<file path="src/rtl/rv_pkg.sv">
// RV64I decode constants: opcodes, funct3/funct7 values, ALU operation enum and
// bit positions inside the ctrl bundle handed to execute.
package rv_pkg;

  localparam logic [6:0] OPC_LUI       = 7'b0110111;
  localparam logic [6:0] OPC_AUIPC     = 7'b0010111;
  localparam logic [6:0] OPC_JAL       = 7'b1101111;
  localparam logic [6:0] OPC_JALR      = 7'b1100111;
  localparam logic [6:0] OPC_BRANCH    = 7'b1100011;
  localparam logic [6:0] OPC_LOAD      = 7'b0000011;
  localparam logic [6:0] OPC_STORE     = 7'b0100011;
  localparam logic [6:0] OPC_OP_IMM    = 7'b0010011;
  localparam logic [6:0] OPC_OP        = 7'b0110011;
  localparam logic [6:0] OPC_OP_IMM_32 = 7'b0011011;
  localparam logic [6:0] OPC_OP_32     = 7'b0111011;
  localparam logic [6:0] OPC_MISC_MEM  = 7'b0001111;
  localparam logic [6:0] OPC_SYSTEM    = 7'b1110011;

  localparam logic [2:0] F3_ADD_SUB = 3'b000;
  localparam logic [2:0] F3_SLL     = 3'b001;
  localparam logic [2:0] F3_SLT     = 3'b010;
  localparam logic [2:0] F3_SLTU    = 3'b011;
  localparam logic [2:0] F3_XOR     = 3'b100;
  localparam logic [2:0] F3_SRL_SRA = 3'b101;
  localparam logic [2:0] F3_OR      = 3'b110;
  localparam logic [2:0] F3_AND     = 3'b111;

  localparam logic [6:0] F7_BASE = 7'b0000000;
  localparam logic [6:0] F7_ALT  = 7'b0100000;

  typedef enum logic [3:0] {
    ALU_ADD    = 4'd0,
    ALU_SUB    = 4'd1,
    ALU_SLL    = 4'd2,
    ALU_SLT    = 4'd3,
    ALU_SLTU   = 4'd4,
    ALU_XOR    = 4'd5,
    ALU_SRL    = 4'd6,
    ALU_SRA    = 4'd7,
    ALU_OR     = 4'd8,
    ALU_AND    = 4'd9,
    ALU_PASS_B = 4'd10
  } alu_op_e;

  localparam int unsigned CTRL_REG_WE      = 0;
  localparam int unsigned CTRL_MEM_RD      = 1;
  localparam int unsigned CTRL_MEM_WR      = 2;
  localparam int unsigned CTRL_BRANCH      = 3;
  localparam int unsigned CTRL_JAL         = 4;
  localparam int unsigned CTRL_JALR        = 5;
  localparam int unsigned CTRL_ALU_SRC_IMM = 6;
  localparam int unsigned CTRL_WORD_OP     = 7;
  localparam int unsigned CTRL_SYS         = 8;
  localparam int unsigned CTRL_W           = 9;

  // alt selects SUB/SRA; callers decide which instruction bit carries it
  function automatic alu_op_e alu_from_funct3(input logic [2:0] f3, input logic alt);
    alu_op_e op;
    case (f3)
      F3_ADD_SUB: op = alt ? ALU_SUB : ALU_ADD;
      F3_SLL:     op = ALU_SLL;
      F3_SLT:     op = ALU_SLT;
      F3_SLTU:    op = ALU_SLTU;
      F3_XOR:     op = ALU_XOR;
      F3_SRL_SRA: op = alt ? ALU_SRA : ALU_SRL;
      F3_OR:      op = ALU_OR;
      default:    op = ALU_AND;
    endcase
    return op;
  endfunction

endpackage

</file>
<file path="src/rtl/rv_imm_gen.sv">
// Immediate generator: picks the I/S/B/U/J layout from the opcode and sign-extends
// to XLEN. R-type and unrecognised opcodes yield zero.
module rv_imm_gen
  import rv_pkg::*;
#(
  parameter int unsigned XLEN = 64
) (
  input  logic [31:0]     instr,
  output logic [XLEN-1:0] imm
);

  always_comb begin
    imm = '0;
    case (instr[6:0])
      OPC_OP_IMM, OPC_OP_IMM_32, OPC_LOAD, OPC_JALR, OPC_SYSTEM:
        imm = {{(XLEN-12){instr[31]}}, instr[31:20]};
      OPC_STORE:
        imm = {{(XLEN-12){instr[31]}}, instr[31:25], instr[11:7]};
      OPC_BRANCH:
        imm = {{(XLEN-13){instr[31]}}, instr[31], instr[7], instr[30:25], instr[11:8], 1'b0};
      OPC_JAL:
        imm = {{(XLEN-21){instr[31]}}, instr[31], instr[19:12], instr[20], instr[30:21], 1'b0};
      OPC_LUI, OPC_AUIPC:
        imm = {{(XLEN-32){instr[31]}}, instr[31:12], 12'b0};
      default:
        imm = '0;
    endcase
  end

endmodule

</file>
<file path="src/rtl/decode_stage.sv">
// RV64I decode stage: combinational decode of the fetched word into a single-entry
// valid/ready pipeline register feeding execute, with flush and backpressure.
module decode_stage
  import rv_pkg::*;
#(
  parameter int unsigned XLEN = 64,
  parameter int unsigned PC_W = 32
) (
  input  logic                clk,
  input  logic                rst,
  input  logic                flush,
  input  logic                in_valid,
  output logic                in_ready,
  input  logic [PC_W-1:0]     in_pc,
  input  logic [31:0]         in_instr,
  output logic                out_valid,
  input  logic                out_ready,
  output logic [PC_W-1:0]     out_pc,
  output logic [4:0]          out_rd,
  output logic [4:0]          out_rs1,
  output logic [4:0]          out_rs2,
  output logic [2:0]          out_funct3,
  output logic [XLEN-1:0]     out_imm,
  output logic [3:0]          out_alu_op,
  output logic [CTRL_W-1:0]   out_ctrl,
  output logic                out_illegal
);

  logic [6:0]        opcode;
  logic [2:0]        f3;
  logic [6:0]        f7;
  logic [4:0]        dec_rd;
  logic [XLEN-1:0]   dec_imm;
  alu_op_e           dec_alu;
  logic [CTRL_W-1:0] dec_ctrl;
  logic              dec_illegal;

  assign opcode = in_instr[6:0];
  assign f3     = in_instr[14:12];
  assign f7     = in_instr[31:25];
  assign dec_rd = in_instr[11:7];

  rv_imm_gen #(.XLEN(XLEN)) u_imm_gen (
    .instr (in_instr),
    .imm   (dec_imm)
  );

  always_comb begin
    dec_alu     = ALU_ADD;
    dec_ctrl    = '0;
    dec_illegal = (in_instr[1:0] != 2'b11);
    case (opcode)
      OPC_LUI: begin
        dec_ctrl[CTRL_REG_WE]      = 1'b1;
        dec_ctrl[CTRL_ALU_SRC_IMM] = 1'b1;
        dec_alu                    = ALU_PASS_B;
      end
      OPC_AUIPC: begin
        dec_ctrl[CTRL_REG_WE]      = 1'b1;
        dec_ctrl[CTRL_ALU_SRC_IMM] = 1'b1;
      end
      OPC_JAL: begin
        dec_ctrl[CTRL_JAL]    = 1'b1;
        dec_ctrl[CTRL_REG_WE] = 1'b1;
      end
      OPC_JALR: begin
        dec_ctrl[CTRL_JALR]        = 1'b1;
        dec_ctrl[CTRL_REG_WE]      = 1'b1;
        dec_ctrl[CTRL_ALU_SRC_IMM] = 1'b1;
      end
      OPC_BRANCH: begin
        dec_ctrl[CTRL_BRANCH] = 1'b1;
        dec_alu               = ALU_SUB;
      end
      OPC_LOAD: begin
        dec_ctrl[CTRL_MEM_RD]      = 1'b1;
        dec_ctrl[CTRL_REG_WE]      = 1'b1;
        dec_ctrl[CTRL_ALU_SRC_IMM] = 1'b1;
      end
      OPC_STORE: begin
        dec_ctrl[CTRL_MEM_WR]      = 1'b1;
        dec_ctrl[CTRL_ALU_SRC_IMM] = 1'b1;
      end
      OPC_OP_IMM: begin
        dec_ctrl[CTRL_REG_WE]      = 1'b1;
        dec_ctrl[CTRL_ALU_SRC_IMM] = 1'b1;
        // instr[30] is immediate data for addi; it only selects SRAI vs SRLI
        dec_alu = alu_from_funct3(f3, (f3 == F3_SRL_SRA) && in_instr[30]);
      end
      OPC_OP: begin
        dec_ctrl[CTRL_REG_WE] = 1'b1;
        dec_alu = alu_from_funct3(f3, in_instr[30]);
        if (!((f7 == F7_BASE) ||
              ((f7 == F7_ALT) && ((f3 == F3_ADD_SUB) || (f3 == F3_SRL_SRA)))))
          dec_illegal = 1'b1;
      end
      OPC_OP_IMM_32: begin
        dec_ctrl[CTRL_REG_WE]      = 1'b1;
        dec_ctrl[CTRL_ALU_SRC_IMM] = 1'b1;
        dec_ctrl[CTRL_WORD_OP]     = 1'b1;
        dec_alu = alu_from_funct3(f3, (f3 == F3_SRL_SRA) && in_instr[30]);
        if (f3 == F3_SLL || f3 == F3_SRL_SRA) begin
          if (in_instr[25]) dec_illegal = 1'b1;
        end else if (f3 != F3_ADD_SUB) begin
          dec_illegal = 1'b1;
        end
      end
      OPC_OP_32: begin
        dec_ctrl[CTRL_REG_WE]  = 1'b1;
        dec_ctrl[CTRL_WORD_OP] = 1'b1;
        dec_alu = alu_from_funct3(f3, in_instr[30]);
        if (f3 == F3_SLL) begin
          if (f7 != F7_BASE) dec_illegal = 1'b1;
        end else if (f3 == F3_ADD_SUB || f3 == F3_SRL_SRA) begin
          if (f7 != F7_BASE && f7 != F7_ALT) dec_illegal = 1'b1;
        end else begin
          dec_illegal = 1'b1;
        end
      end
      OPC_MISC_MEM: ;
      OPC_SYSTEM: begin
        if (f3 == 3'b000) dec_ctrl[CTRL_SYS] = 1'b1;
        else              dec_illegal        = 1'b1;
      end
      default: dec_illegal = 1'b1;
    endcase
    if (dec_rd == 5'd0) dec_ctrl[CTRL_REG_WE] = 1'b0;
    if (dec_illegal)    dec_ctrl              = '0;
  end

  logic              valid_q, valid_d;
  logic [PC_W-1:0]   pc_q, pc_d;
  logic [4:0]        rd_q, rd_d, rs1_q, rs1_d, rs2_q, rs2_d;
  logic [2:0]        funct3_q, funct3_d;
  logic [XLEN-1:0]   imm_q, imm_d;
  alu_op_e           alu_q, alu_d;
  logic [CTRL_W-1:0] ctrl_q, ctrl_d;
  logic              illegal_q, illegal_d;
  logic              accept;

  assign in_ready = !valid_q || out_ready;
  assign accept   = in_valid && in_ready;

  always_comb begin
    valid_d   = valid_q;
    pc_d      = pc_q;
    rd_d      = rd_q;
    rs1_d     = rs1_q;
    rs2_d     = rs2_q;
    funct3_d  = funct3_q;
    imm_d     = imm_q;
    alu_d     = alu_q;
    ctrl_d    = ctrl_q;
    illegal_d = illegal_q;
    if (flush) begin
      valid_d = 1'b0;
    end else if (accept) begin
      valid_d   = 1'b1;
      pc_d      = in_pc;
      rd_d      = dec_rd;
      rs1_d     = in_instr[19:15];
      rs2_d     = in_instr[24:20];
      funct3_d  = f3;
      imm_d     = (opcode == OPC_OP || opcode == OPC_OP_32) ? '0 : dec_imm;
      alu_d     = dec_alu;
      ctrl_d    = dec_ctrl;
      illegal_d = dec_illegal;
    end else if (out_ready) begin
      valid_d = 1'b0;
    end
  end

  always_ff @(posedge clk) begin
    if (rst) begin
      valid_q   <= 1'b0;
      pc_q      <= '0;
      rd_q      <= '0;
      rs1_q     <= '0;
      rs2_q     <= '0;
      funct3_q  <= '0;
      imm_q     <= '0;
      alu_q     <= ALU_ADD;
      ctrl_q    <= '0;
      illegal_q <= 1'b0;
    end else begin
      valid_q   <= valid_d;
      pc_q      <= pc_d;
      rd_q      <= rd_d;
      rs1_q     <= rs1_d;
      rs2_q     <= rs2_d;
      funct3_q  <= funct3_d;
      imm_q     <= imm_d;
      alu_q     <= alu_d;
      ctrl_q    <= ctrl_d;
      illegal_q <= illegal_d;
    end
  end

  assign out_valid   = valid_q;
  assign out_pc      = pc_q;
  assign out_rd      = rd_q;
  assign out_rs1     = rs1_q;
  assign out_rs2     = rs2_q;
  assign out_funct3  = funct3_q;
  assign out_imm     = imm_q;
  assign out_alu_op  = alu_q;
  assign out_ctrl    = ctrl_q;
  assign out_illegal = illegal_q;

endmodule

</file>
<file path="config.mk">
export PLATFORM = sky130hd
export DESIGN_NAME = decode_stage
export DESIGN_NICKNAME = d
export VERILOG_FILES = /design/src/rtl/rv_pkg.sv /design/src/rtl/rv_imm_gen.sv /design/src/rtl/decode_stage.sv
export SDC_FILE = /design/constraint.sdc
export NUM_CORES = 1
export LEC_CHECK = 0
export BUFFER_PORTS_ARGS = -buffer_cell sky130_fd_sc_hd__buf_2
export CORE_UTILIZATION = 50
export DETAILED_ROUTE_END_ITERATION = 6
export HOLD_SLACK_MARGIN = 0.06
export PLACE_DENSITY = 0.85
export SYNTH_ARGS = -nofsm -noshare
export SYNTH_HDL_FRONTEND = slang
export SYNTH_SLANG_ARGS = --single-unit
</file>
<file path="constraint.sdc">
create_clock -name clk -period 6.1 [get_ports clk]
set_input_delay 1.22 -clock clk [delete_from_list [all_inputs] [get_ports clk]]
set_output_delay 1.22 -clock clk [all_outputs]
set_load 0.05 [all_outputs]
</file>
==> flow_metrics.env <==
export IMPL_netlist_top_cell_by_area="dfxtp_1"
export IMPL_pwr_share_comb_pct=16.1
export IMPL_p_sw_share_pct=31.42
export IMPL_h_tree_depth=3
export IMPL_drc=0
export IMPL_grt_use_total_pct=25.69
export IMPL_syn2layout_area_growth_pct=23.62
export IMPL_yosys_warnings=0
export IMPL_drtIter0Drc=228
export IMPL_fin_crit_ns=3.256
export IMPL_hold_path_depth=2
export IMPL_diodes=0
export IMPL_die_area_mm2=0.008804
export IMPL_pwr_share_clk_pct=34.2
export IMPL_routed_wl_mm=11.79
export IMPL_reg2regPathDepth=7
export IMPL_crit_buf_inv=1
export IMPL_synth_seq_cells=97
export IMPL_synthCells=539
export IMPL_syn_avg_cell_area_um2=7.823
export IMPL_drv_cap=0
export IMPL_coreArea_mm2=0.008175
export IMPL_setup_worst_path_start="in_instr[1]"
export IMPL_ys_types=48
export IMPL_crit_path_end="out_imm[30]$_SDFFE_PP0P_"
export IMPL_syn_area_mm2=0.004217
export IMPL_cp_num_cells=6
export IMPL_worstPathMaxFanout=25
export IMPL_tightest_slew_ns=1.077
export IMPL_final_net_count=752
export IMPL_clk_latency_ns=0.37
export IMPL_endpoint_kind="register"
export IMPL_vdd_drop_max_mv=0.1541
export IMPL_max_freq_ghz=0.3071
export IMPL_timing_rr_end="out_imm[30]$_SDFFE_PP0P_"
export IMPL_crit_type="input port to register"
export IMPL_crit_slowest_cell="nor2_1"
export IMPL_p_per_area_mw_per_mm2=254.1
export IMPL_maxSlewViolCount=0
export IMPL_dr_pass1_iters=5
export IMPL_finalNonFillerCells=793
export IMPL_ant_nets=0
export IMPL_ys_seq_area_share_pct=46.05
export IMPL_pwr_share_seq_pct=49.7
export IMPL_cts_path_max_buffers=2
export IMPL_finalCritPeriodShare_pct=53.37
export IMPL_grt_setup_unrepaired="no"
export IMPL_internal_power_w=0.0009085
export IMPL_start_kind="input port"
export IMPL_synth_top_area_share_pct=46.05
export IMPL_fillers=755
export IMPL_syn_num_nets=608
export IMPL_final_util_pct=63.76
export IMPL_crit_required_ns=6.38
export IMPL_avgViaCountPerCell=5.424
export IMPL_finalSetupTns_ns=0
export IMPL_synthTopCellsByArea="dfxtp_1, nand2_1, a21oi_1"
export IMPL_overflow=0
export IMPL_drive_gt1_share_pct=32.85
export IMPL_place_inst=777
export IMPL_leakagePower_nw=2.364
export IMPL_power_switching_w=0.0004162
export IMPL_worst_hold_path_type="register to register"
export IMPL_die_w_um=93.83
export IMPL_clkSlewWorstSetupHoldPaths_ns=0.10
export IMPL_clkSinkCount=97
export IMPL_initial_core_util_pct=51.58
export IMPL_skew_ns=0.01631
export IMPL_cp_top_family="simple AND/OR/NAND/NOR gates"
export IMPL_port_buffer_count=198
export IMPL_r2r_slack_ns=3.75
export IMPL_antenna_found_initial=0
export IMPL_grt_pass1_wl_mm=17.80
export IMPL_hold_viol=0
export IMPL_synth_async_reset_ratio_pct=0
export IMPL_fp_row_count=33
export IMPL_max_slew_margin_pct=28.10
export IMPL_cts_buffers=9
export IMPL_dpl_hpwl_mm=8.600
export IMPL_path_cells="buf_2 -> and2_1 -> nand2_1 -> nor2_1 -> o211ai_2 -> o21ai_1"
export IMPL_cpPeakStageDelay_ns=0.82
export IMPL_via_count=4301
export IMPL_status="completed"
export IMPL_setup_viol=0
export IMPL_cts_resized=0
export IMPL_arrival_ns=3.53
export IMPL_rr_startpoint="out_valid$_SDFFE_PP0P_"
export IMPL_synth_ff_type="dfxtp_1"
export IMPL_root_buffer="clkbuf_8"
export IMPL_tritoncts="done"
export IMPL_pin_count=199
export IMPL_grt_max_degree=70
export IMPL_grt_pass1_vias=3647
export IMPL_postCtsSetupRepairBufs=0
export IMPL_gp_congestion=0.8987
export IMPL_synth_edf_count=0
export IMPL_wl_per_cell_um=14.86
export IMPL_cts_hold_buffers=0
export IMPL_die_h_um=93.83
-- per-stage QoR --
stage	worst slack, ns	total power, W	hold slack [ns]	area, µm²
3_3_place_gp	2.630	0.0008824	0.4356	4995
5_1_grt	2.579	0.001374	0.4709	5213
4_1_cts	2.891	0.001331	0.4536	5213
3_5_place_dp	2.525	0.0008851	0.4399	4995
2_1_floorplan	3.274	0.0008208	0.6643	4217
6_report	2.844	0.001325	0.4500	5213
-- power by group through the flow --
stage,Sequential [W],Combinational [W],Clock [W]
floorplan,0.000736,0.0000851,0
global placement,0.000673,0.000210,0
detailed placement,0.000674,0.000211,0
CTS,0.000659,0.000212,0.000460
global route,0.000661,0.000228,0.000484
finish,0.000659,0.000213,0.000453
-- layout by cell type (no fill, tap or decap), types with 2 or more instances in the layout --
cell / instances
a32o_1: 4
nor2_1: 30
a31oi_1: 2
a2bb2oi_1: 4
o21ai_1: 27
nor3_1: 7
nor4_1: 3
nand3_1: 7
buf_2: 198
mux2i_1: 2
inv_8: 2
nand3b_1: 2
a32oi_1: 8
nand4_1: 2
dfxtp_1: 97
a22oi_1: 10
a211oi_1: 8
nand2_1: 141
o21ai_0: 4
a21oi_1: 73
or4_1: 3
nor2b_1: 4
and2_1: 2
inv_6: 2
inv_1: 5
clkbuf_8: 9
buf_4: 4
nand2b_1: 3
-- flip-flops by register name, summed over array words and instances, names as in the netlist --
name         flops
out_ctrl         9
out_illegal      1
out_imm         32
out_rs2          5
out_alu_op       4
out_rd           5
out_rs1          5
out_pc          32
out_funct3       3
out_valid        1
-- tightest hold or removal path: cells and delay by family (launching register included) --
family | cells | cell delay (ns)
AO/OA/AOI/OAI | 1 | 0.05
flip-flops | 1 | 0.32
AND/OR/NAND/NOR | 1 | 0.05
-- cells in the mapped netlist, types with 2 or more instances --
master,instances
a211oi_1,8
a21oi_1,73
a22oi_1,10
a2bb2oi_1,4
a31oi_1,2
a32o_1,4
a32oi_1,8
and2_1,2
buf_2,2
buf_4,32
clkbuf_1,34
dfxtp_1,97
inv_1,5
mux2i_1,2
nand2_1,141
nand2b_1,3
nand3_1,7
nand3b_1,2
nand4_1,2
nor2_1,31
nor2b_1,4
nor3_1,7
nor4_1,3
o21ai_0,4
o21ai_1,27
or4_1,3
-- cell families (layout without fill, tap and decap cells) --
logic type	Yosys count	in the layout	synth area share [%]
and+or+nand+nor	211	211	21.04
AOI/OAI and AO/OA	154	154	22.85
DFF	97	97	46.05
buffers and inverters	75	224	9.584
muxes	2	2	0.4748
-- worst min path at each step --
stage                                   startpoint                       end
after floorplan           out_imm[27]$_SDFFE_PP0P_  out_imm[27]$_SDFFE_PP0P_
after global placement    out_imm[23]$_SDFFE_PP0P_  out_imm[23]$_SDFFE_PP0P_
after detailed placement  out_imm[28]$_SDFFE_PP0P_  out_imm[28]$_SDFFE_PP0P_
after CTS                 out_imm[28]$_SDFFE_PP0P_  out_imm[28]$_SDFFE_PP0P_
after global routing      out_imm[28]$_SDFFE_PP0P_  out_imm[28]$_SDFFE_PP0P_
final                     out_imm[28]$_SDFFE_PP0P_  out_imm[28]$_SDFFE_PP0P_
-- routing by layer --
metal  part of all wire, %  track usage, %  vias up  wire length [µm]
met2                    49           42.27      191              5795
met4                   2.0           9.231        0               235
met1                    41           33.35     1972              4815
li1                      -               -     2115                 -
met5                     0               0        -                 0
met3                   8.0           5.016       23               942
-- cell type report --
cell class	count	area, µm²	area share [%]
sequential	97	1942	37.25
multi-input combinational	367	1878	36.03
inverter	6	22.52	0.4321
tap	105	131.4	2.520
clock inverter	7	93.84	1.800
timing repair buffer	202	1021	19.59
clock buffer	9	123.9	2.376
No activity file was read; power rests on OpenSTA's default activity.
